## config.mk

```make
export PLATFORM = sky130hd
export DESIGN_NAME = w5300_bus_master
export DESIGN_NICKNAME = d
export VERILOG_FILES = /design/src/rtl/w5300_bus_master.sv
export SDC_FILE = /design/constraint.sdc
export NUM_CORES = 1
export LEC_CHECK = 0
export BUFFER_PORTS_ARGS = -buffer_cell sky130_fd_sc_hd__clkbuf_2
export CORE_ASPECT_RATIO = 1.2
export CORE_MARGIN = 10
export CORE_UTILIZATION = 52
export DETAILED_ROUTE_END_ITERATION = 8
export PLACE_DENSITY = 0.89
export SETUP_SLACK_MARGIN = 0.02
export SYNTH_ARGS = -nofsm -noshare
export SYNTH_HDL_FRONTEND = slang
export SYNTH_SLANG_ARGS = --single-unit
```

## constraint.sdc

```tcl
create_clock -name clk -period 5.78 [get_ports clk]
set_clock_uncertainty 0.05 [all_clocks]
set_input_delay 0.289 -clock clk [delete_from_list [all_inputs] [get_ports clk]]
set_output_delay 0.289 -clock clk [all_outputs]
set_load 0.005 [all_outputs]
```

## src/rtl/w5300_bus_master.sv

```systemverilog
// Single-access bus master for the W5300 16-bit direct-address parallel interface.
// Generates CS/WR/RD/OE with parameterised phase lengths and synchronises INT_n.
module w5300_bus_master #(
  parameter int SETUP_CYC   = 1,
  parameter int STROBE_CYC  = 4,
  parameter int HOLD_CYC    = 1,
  parameter int RECOVER_CYC = 2
) (
  input  logic        clk,
  input  logic        rst,
  input  logic        req,
  input  logic [10:0] addr,
  input  logic [15:0] wr_data,
  output logic        op_state,
  output logic [15:0] rd_data,
  output logic        busy,
  output logic [9:0]  bus_addr,
  output logic [15:0] bus_data_o,
  output logic        bus_data_oe,
  input  logic [15:0] bus_data_i,
  output logic        bus_cs_n,
  output logic        bus_wr_n,
  output logic        bus_rd_n,
  input  logic        int_n,
  output logic        irq
);

  typedef enum logic [2:0] {IDLE, SETUP, STROBE, HOLD, RECOVER} state_t;

  // Phase counter is loaded with length-1 on entry and the state ends when it reaches zero.
  localparam logic [3:0] SETUP_LD   = 4'(SETUP_CYC - 1);
  localparam logic [3:0] STROBE_LD  = 4'(STROBE_CYC - 1);
  localparam logic [3:0] HOLD_LD    = 4'(HOLD_CYC - 1);
  localparam logic [3:0] RECOVER_LD = 4'(RECOVER_CYC - 1);

  state_t     state;
  logic [3:0] phase_cnt;
  logic       dir_wr;
  logic [1:0] int_sync;

  assign busy = (state != IDLE);
  assign irq  = int_sync[1];

  // Bus controls are set on the edge that enters each phase so every pin comes straight from a flop.
  always_ff @(posedge clk or posedge rst) begin
    if (rst) begin
      state       <= IDLE;
      phase_cnt   <= 4'd0;
      dir_wr      <= 1'b0;
      op_state    <= 1'b0;
      rd_data     <= 16'd0;
      bus_addr    <= 10'd0;
      bus_data_o  <= 16'd0;
      bus_data_oe <= 1'b0;
      bus_cs_n    <= 1'b1;
      bus_wr_n    <= 1'b1;
      bus_rd_n    <= 1'b1;
    end else begin
      op_state <= 1'b0;
      case (state)
        IDLE: begin
          if (req) begin
            state     <= SETUP;
            phase_cnt <= SETUP_LD;
            dir_wr    <= addr[10];
            bus_addr  <= addr[9:0];
            bus_cs_n  <= 1'b0;
            if (addr[10]) begin
              bus_data_o  <= wr_data;
              bus_data_oe <= 1'b1;
            end
          end
        end
        SETUP: begin
          if (phase_cnt == 4'd0) begin
            state     <= STROBE;
            phase_cnt <= STROBE_LD;
            bus_wr_n  <= ~dir_wr;
            bus_rd_n  <= dir_wr;
          end else begin
            phase_cnt <= phase_cnt - 4'd1;
          end
        end
        STROBE: begin
          if (phase_cnt == 4'd0) begin
            state     <= HOLD;
            phase_cnt <= HOLD_LD;
            bus_wr_n  <= 1'b1;
            bus_rd_n  <= 1'b1;
            if (!dir_wr) rd_data <= bus_data_i;
          end else begin
            phase_cnt <= phase_cnt - 4'd1;
          end
        end
        HOLD: begin
          if (phase_cnt == 4'd0) begin
            state       <= RECOVER;
            phase_cnt   <= RECOVER_LD;
            bus_cs_n    <= 1'b1;
            bus_data_oe <= 1'b0;
            op_state    <= 1'b1;
          end else begin
            phase_cnt <= phase_cnt - 4'd1;
          end
        end
        RECOVER: begin
          if (phase_cnt == 4'd0) state <= IDLE;
          else phase_cnt <= phase_cnt - 4'd1;
        end
        default: state <= IDLE;
      endcase
    end
  end

  always_ff @(posedge clk or posedge rst) begin
    if (rst) int_sync <= 2'b00;
    else     int_sync <= {int_sync[0], ~int_n};
  end

endmodule

```

==> flow_metrics.tcl, run 1 <==
set metrics [dict create \
    fin_crit_sh 0.3881 \
    critical_path.startpoint "phase_cnt[0]" \
    ios 96 \
    synth_area_leader_cell "dfrtp_1" \
    cp.required_ns 5.94 \
    cp_slowest_cell "or3b_1" \
    fillerInstances 343 \
    die_area_um2 7825 \
    synth_nets 228 \
    mostFrequentLayoutCell "clkbuf_2" \
    setup_viol 0 \
    cp.depth 6 \
    gp_congestion 0.8320 \
    endpoint "rd_data[6]" \
    powerDensity_nw_per_um2 511.1 \
    hold_class "in -> reg" \
    ctsResizeCount 0 \
    vias 1764 \
    crit_path_end_kind "flip-flop" \
    mostFrequentLayoutCells "clkbuf_2 (95), dfrtp_1 (54), mux2_2 (32)" \
    track_usage 0.1604 \
    yosysWarnings 0 \
    wire_per_inst_um 17.56 \
    cts_setup_buffers 0 \
    area_growth_pct 27.01 \
    synthDominantCellAreaShare 0.5556 \
    reg2reg_from "phase_cnt[0]" \
    fin_ws_ns 3.537 \
    pre_cts_ws_ns 3.540 \
    drt_first_pass_iters 4 \
    timing.rr.end "rd_data[6]" \
    clock-sinks 57 \
    rr_worst_depth 6 \
    numCtsBuffers 9 \
    die_h_um 94.92 \
    yosysSeqAreaShare 0.5880 \
    synth_ff_type "dfrtp_1" \
    ys_seq_elements 57 \
    hold_viol 0 \
    p_leak_nw 1.573 \
    ant_nets 0 \
    m1WireLength_um 1988 \
    rsz0062_at_grt "false" \
    synth_edf_count 0 \
    grt_overflow 0 \
    cp-start-kind "flip-flop" \
    met3_length_um 367 \
    path_buf_inv 1 \
    die_w_um 82.44 \
    insertion_delay_ns 0.33 \
    layout-drive-gt1-share 0.5607 \
    fin_util 0.6774 \
    outcome "complete, no violations" \
    grt_max_degree 58 \
    ctsHoldBuffers 0 \
    cp_cell_sequence "inv_1, ha_1, or3b_1, nor2_8, nand3_4, mux2_4" \
    rows 27 \
    worst_pin_slew_ns 0.6965 \
    synthArstFlopShare 1.000 \
    synth_area_leaders "dfrtp_1 (56%), mux2_2 (15%), mux2_4 (6.2%), dfstp_2 (3.2%), a21oi_1 (2.1%)" \
    critical_path_class "reg -> reg" \
    start_util 0.5333 \
    fin_nets 325 \
    fin_setup_tns_ns 0 \
    maxCapViolCount 0 \
    peakVddDrop_mv 0.2806 \
    dp_hpwl_um 4492 \
    drv_slew 0 \
    max_stage_delay_ns 0.50 \
    path_clk_slew_ns 0.07 \
    drt-total-wl_um 5936 \
    dr.first_iter.drc_count 172 \
    clock_path_buffers 2 \
    topRoutingLayerUsed "met4" \
    cts_tree "built" \
    synth_cell_types 34 \
    min_period_ns 2.243 \
    n_antenna_cell 0 \
    synth_area_um2 2432 \
    drc 0 \
    path_delay_family "simple AND/OR/NAND/NOR gates" \
    htree_num_levels 3 \
    cp_data_arrival_time_ns 2.40 \
    coreArea_um2 4561 \
    first_global_vias 1870 \
    numPortBuffers 95 \
    grt_pass1_wl_um 9384 \
    worstPathMaxFanout 16 \
    max_clock_freq_ghz 0.4458 \
    regToRegSetupSlack_ns 3.54 \
    root_buffer "clkbuf_8" \
    avgViaCountPerCell 5.219 \
    antenna_found_initial 0 \
    postSynthAreaPerCell_um2 13.59 \
    met2RoutedLength_um 3476 \
    syn_inst 179 \
    slew_headroom 0.5346 \
]
## worst register-to-register path, cell delays in order (launching register included)
cell     delay (ns)
dfrtp_1        0.44
inv_1          0.11
ha_1           0.15
or3b_1         0.50
nor2_8         0.19
nand3_4        0.27
mux2_4         0.41
## cell families (layout without fill, tap and decap cells)
logic type | Yosys count | count (layout) | synth area share
XOR/XNOR | 1 | 1 | 0.003601
AO/OA/AOI/OAI | 24 | 24 | 0.06327
adder cells (fa/ha/maj) | 2 | 2 | 0.01029
flip-flops | 57 | 57 | 0.5880
buffers and inverters | 18 | 119 | 0.03909
AND/OR/NAND/NOR | 35 | 35 | 0.08591
multiplexers | 42 | 42 | 0.2099
## worst min path at each step
stage	cells past startpoint	from	to	slack [ns]
floorplan	0	int_sync[0]	int_sync[1]	0.28
global placement	0	int_sync[0]	int_sync[1]	0.28
detailed placement	0	int_sync[0]	int_sync[1]	0.31
CTS	2	int_n	int_sync[0]	0.03
global route	2	int_n	int_sync[0]	0.05
finish	2	int_n	int_sync[0]	0.04
## cell type report
class	instances	area, µm²	area share
clock buffer	15	166.4	0.05387
inverter	8	30.03	0.009721
sequential	57	1430	0.4629
timing repair buffer	96	483.0	0.1563
multi-input combinational	104	907.1	0.2936
tap	58	72.57	0.02349
## cells in the mapped netlist, types with 2 or more instances
| library cell | instances |
|---|---|
| nor2b_1 | 2 |
| a21oi_1 | 10 |
| nor3_1 | 5 |
| buf_2 | 4 |
| a311oi_1 | 2 |
| nor2_1 | 9 |
| dfrtp_1 | 54 |
| dfstp_2 | 3 |
| mux2_2 | 32 |
| a211oi_1 | 2 |
| ha_1 | 2 |
| a21o_1 | 2 |
| o21ai_0 | 3 |
| inv_1 | 8 |
| buf_6 | 3 |
| clkbuf_1 | 2 |
| nand3_1 | 3 |
| mux2_4 | 10 |
| a32oi_1 | 2 |
| nand2_1 | 7 |
## where the power goes
group          total [mW]  switching [mW]  internal, mW
logic               0.546           0.242         0.304
clock network       0.321           0.144         0.177
registers           0.712           0.131         0.581
## through the flow
stage	hold WS (ns)	area [µm²]	cells	power (mW)
after floorplan	0.2812	2432	179	1.015
after global placement	0.2824	2923	323	1.226
after detailed placement	0.3114	2923	323	1.269
after CTS	0.03305	3089	338	1.594
after global routing	0.04520	3089	338	1.683
final	0.04346	3089	338	1.579
## routing by layer
layer,global-route usage,vias to the layer above
met5,0,-
met2,0.2864,64
met1,0.1592,869
li1,-,819
met3,0.05989,12
met4,0.07244,0
## state kept, by name, summed over array words and instances, names as in the netlist
register     count
phase_cnt        4
bus_wr_n         1
op_state         1
bus_cs_n         1
bus_rd_n         1
bus_data_o      16
dir_wr           1
rd_data         16
bus_addr        10
state            3
bus_data_oe      1
int_sync         2
No activity file was read; power rests on OpenSTA's default activity.
==> run 2, diff against run 1 <==
- CORE_UTILIZATION: 52 -> 48
- PLACE_DENSITY: 0.89 -> 0.83
- clock period: 5.78 -> 2.25 ns (I/O delays scaled with it)
==> flow_metrics.tcl, run 2 (synthesis results as in run 1) <==
set metrics [dict create \
    peakVddDrop_mv 0.7031 \
    drv_slew 0 \
    fin_util 0.7295 \
    mostFrequentLayoutCells "clkbuf_2 (95), dfrtp_1 (54), dlygate4sd3_1 (44)" \
    root_buffer "clkbuf_8" \
    grt_pass1_wl_um 10500 \
    hold_class "in -> reg" \
    fin_ws_ns 0.2088 \
    wire_per_inst_um 16.12 \
    grt_max_degree 58 \
    hold_viol 0 \
    cts_tree "built" \
    p_total_mw 4.193 \
    powerDensity_nw_per_um2 1164 \
    final_cell_area_um2 3603 \
    rsz0062_at_grt "false" \
    fin_cells 391 \
    outcome "complete, no violations" \
    coreArea_um2 4940 \
    htree_num_levels 3 \
    rows 28 \
    mostFrequentLayoutCell "clkbuf_2" \
    ctsResizeCount 0 \
    worstPathMaxFanout 16 \
    fin_crit_sh 0.9072 \
    path_buf_inv 2 \
    ios 96 \
    vias 1935 \
    max_stage_delay_ns 0.50 \
    cp_cell_sequence "inv_1, ha_1, or3b_1, nor2_8, nand3_4, buf_12, mux2_4" \
    cp_data_arrival_time_ns 2.20 \
    p_leak_nw 1.796 \
    cp-start-kind "flip-flop" \
    clock-sinks 57 \
    maxCapViolCount 0 \
    crit_path_end_kind "flip-flop" \
    max_clock_freq_ghz 0.4899 \
    clock_path_buffers 2 \
    area_growth_pct 48.15 \
    setup_viol 0 \
    fin_nets 375 \
    track_usage 0.1555 \
    placedCellCount 330 \
    drt_first_pass_iters 4 \
    gp_congestion 0.7531 \
    largest_registers "bus_data_o (16), rd_data (16), bus_addr (10)" \
    path_delay_family "simple AND/OR/NAND/NOR gates" \
    die_h_um 97.98 \
    grt_overflow 0 \
    fin_setup_tns_ns 0 \
    drt-total-wl_um 6302 \
    worst_pin_slew_ns 0.7352 \
    place_area_um2 2963 \
    die_w_um 84.99 \
    first_global_vias 2093 \
    die_area_um2 8327 \
    numPortBuffers 95 \
    min_period_ns 2.041 \
    numCtsBuffers 9 \
    cp_slowest_cell "or3b_1" \
    start_util 0.4924 \
    cp.required_ns 2.41 \
    dr.first_iter.drc_count 136 \
    critical_path_class "reg -> reg" \
    insertion_delay_ns 0.33 \
    layout-drive-gt1-share 0.4970 \
    drc 0 \
    path_clk_slew_ns 0.06 \
    antenna_found_initial 1 \
    avgViaCountPerCell 4.949 \
    pre_cts_ws_ns 0.1191 \
    holdWs_ns 0.01677 \
    slew_headroom 0.5088 \
    ant_nets 0 \
    dp_hpwl_um 4142 \
]
## run 2: cell type report
type,instances,area [µm²]
tap,60,75.07
clock buffer,12,135.1
fill,312,1336
sequential,57,1430
timing repair buffer,146,980.9
antenna,1,2.502
inverter,8,30.03
clock inverter,3,42.54
multi-input combinational,104,907.1
## run 2: power by group
part	internal, mW	switching, mW
logic	0.861	0.673
clock network	0.504	0.385
registers	1.49	0.276
total	2.86	1.33
## run 2: final timing paths
kind / startpoint / to / slack (ns) / cells after the start
worst max-delay path: phase_cnt[1] / rd_data[12] / 0.21 / 7
worst min-delay path: addr[10] / bus_data_oe / 0.02 / 2
worst max register to register: phase_cnt[1] / rd_data[12] / 0.21 / 7
worst min register to register: int_sync[0] / int_sync[1] / 0.30 / 0
max in group asynchronous: rst / rd_data[0] / 1.21 / 4
min in group asynchronous: rst / rd_data[1] / 0.48 / 4
## run 2: routing by layer
layer  wire length [µm]  global-route usage
met5                  0                   0
met3                477             0.06484
met4                107             0.07995
met1               2383              0.1644
met2               3334              0.2575
## run 2: worst register-to-register path: stages, from the launching register on
cell and delay [ns]:
dfrtp_1 0.40, inv_1 0.08, ha_1 0.14, or3b_1 0.50, nor2_8 0.18, nand3_4 0.09
buf_12 0.16, mux2_4 0.31
## run 2: timing repair
item	4_1_cts	5_1_grt
hold endpoints to repair	97	0
setup buffers	0	1
hold buffers	44	0
setup endpoints to repair	0	12
==> run 3, diff against run 2 <==
- BUFFER_PORTS_ARGS: -buffer_cell sky130_fd_sc_hd__clkbuf_2 -> -buffer_cell sky130_fd_sc_hd__buf_2
==> flow_metrics.tcl, run 3 (synthesis results as in run 1) <==
set metrics [dict create \
    setup_viol 0 \
    wire_per_inst_um 17.47 \
    p_total_mw 4.420 \
    start_util 0.4924 \
    area_growth_pct 50.36 \
    cp-start-kind "flip-flop" \
    holdPathStages 5 \
    hold_class "in -> reg" \
    cp_data_arrival_time_ns 2.23 \
    mostFrequentLayoutCells "buf_2 (95), dfrtp_1 (54), dlygate4sd3_1 (45)" \
    critical_path_class "reg -> reg" \
    grt_pass1_wl_um 11170 \
    hold_viol 0 \
    max_clock_freq_ghz 0.4845 \
    drt_first_pass_iters 4 \
    fin_util 0.7404 \
    clock-sinks 57 \
    powerDensity_nw_per_um2 1208 \
    mostFrequentLayoutCell "buf_2" \
    dp_hpwl_um 4277 \
    p_leak_nw 1.815 \
    numCtsBuffers 9 \
    fin_nets 376 \
    largest_registers "bus_data_o (16), rd_data (16), bus_addr (10)" \
    drc 0 \
    ios 96 \
    die_w_um 84.99 \
    die_area_um2 8327 \
    first_global_vias 2239 \
    numPortBuffers 95 \
    root_buffer "clkbuf_8" \
    die_h_um 97.98 \
    grt_overflow 0 \
    dr.first_iter.drc_count 113 \
    gp_congestion 0.7822 \
    clock_path_buffers 2 \
    htree_num_levels 3 \
    ant_nets 0 \
    worstPathMaxFanout 16 \
    path_clk_slew_ns 0.06 \
    maxCapViolCount 0 \
    drt-total-wl_um 6849 \
    track_usage 0.1687 \
    rr_worst_depth 7 \
    crit_path_end_kind "flip-flop" \
    avgViaCountPerCell 5.112 \
    rows 28 \
    insertion_delay_ns 0.33 \
    antenna_found_initial 0 \
    fin_crit_sh 0.9173 \
    peakVddDrop_mv 0.7884 \
    layout-drive-gt1-share 0.5000 \
    slew_headroom 0.5422 \
    drv_slew 0 \
    coreArea_um2 4940 \
    cts_tree "built" \
    min_period_ns 2.064 \
    fin_setup_tns_ns 0 \
    grt_max_degree 58 \
    n_antenna_cell 0 \
    worst_pin_slew_ns 0.6867 \
    rsz0062_at_grt "false" \
    cp.required_ns 2.41 \
    outcome "complete, no violations" \
    vias 2004 \
]
==> run 3: per-layer routing <==
| layer | track usage | routed length (µm) |
|---|---|---|
| met2 | 0.2887 | 3653 |
| met4 | 0.1015 | 279 |
| met5 | 0 | 0 |
| met1 | 0.1668 | 2401 |
| met3 | 0.06650 | 514 |
==> run 3: what timing repair did <==
action                                  CTS  global route
hold endpoints to repair                 98             0
buffers inserted                          0             1
endpoints found under the setup margin    0            16
hold buffers                             45             0
gates resized for setup                   0             0
==> run 3: worst paths after layout <==
check,to,startpoint,slack [ns]
worst max-delay path,rd_data[11],phase_cnt[1],0.19
worst min-delay path,state[0],req,0.16
worst max register to register,rd_data[11],phase_cnt[1],0.19
worst min register to register,int_sync[1],int_sync[0],0.31
max in group asynchronous,state[1],rst,1.20
min in group asynchronous,bus_data_o[8],rst,0.49
==> run 3: metrics by stage <==
step,cell area (µm²),instances,hold WS (ns),setup WS [ns]
2_1_floorplan,2432,179,0.1219,0.2692
3_3_place_gp,2963,330,0.2094,0.1686
3_5_place_dp,2963,330,0.2105,0.08358
4_1_cts,3637,391,0.1562,0.08030
5_1_grt,3657,392,0.2467,0.06974
6_report,3657,392,0.1607,0.1862
==> run 3: area by class of cell <==
type,instances,area (µm²)
Inverter,8,30.03
Clock buffer,13,158.9
Tap cell,60,75.07
Fill cell,326,1282
Sequential cell,57,1430
Multi-Input combinational cell,104,907.1
Timing Repair Buffer,147,991.0
Clock inverter,3,65.06
==> run 3: worst max-delay path, cell delays in order (launching register included) <==
cell and delay (ns):
dfrtp_1 0.40, inv_1 0.09, ha_1 0.15, or3b_1 0.50, nor2_8 0.18, nand3_4 0.09
buf_12 0.17, mux2_4 0.29
==> run 3: report_power, final <==
group	switching (mW)	internal, mW	total [mW]
logic	0.700	0.868	1.57
registers	0.283	1.49	1.78
clock network	0.392	0.683	1.07
total	1.38	3.04	4.42
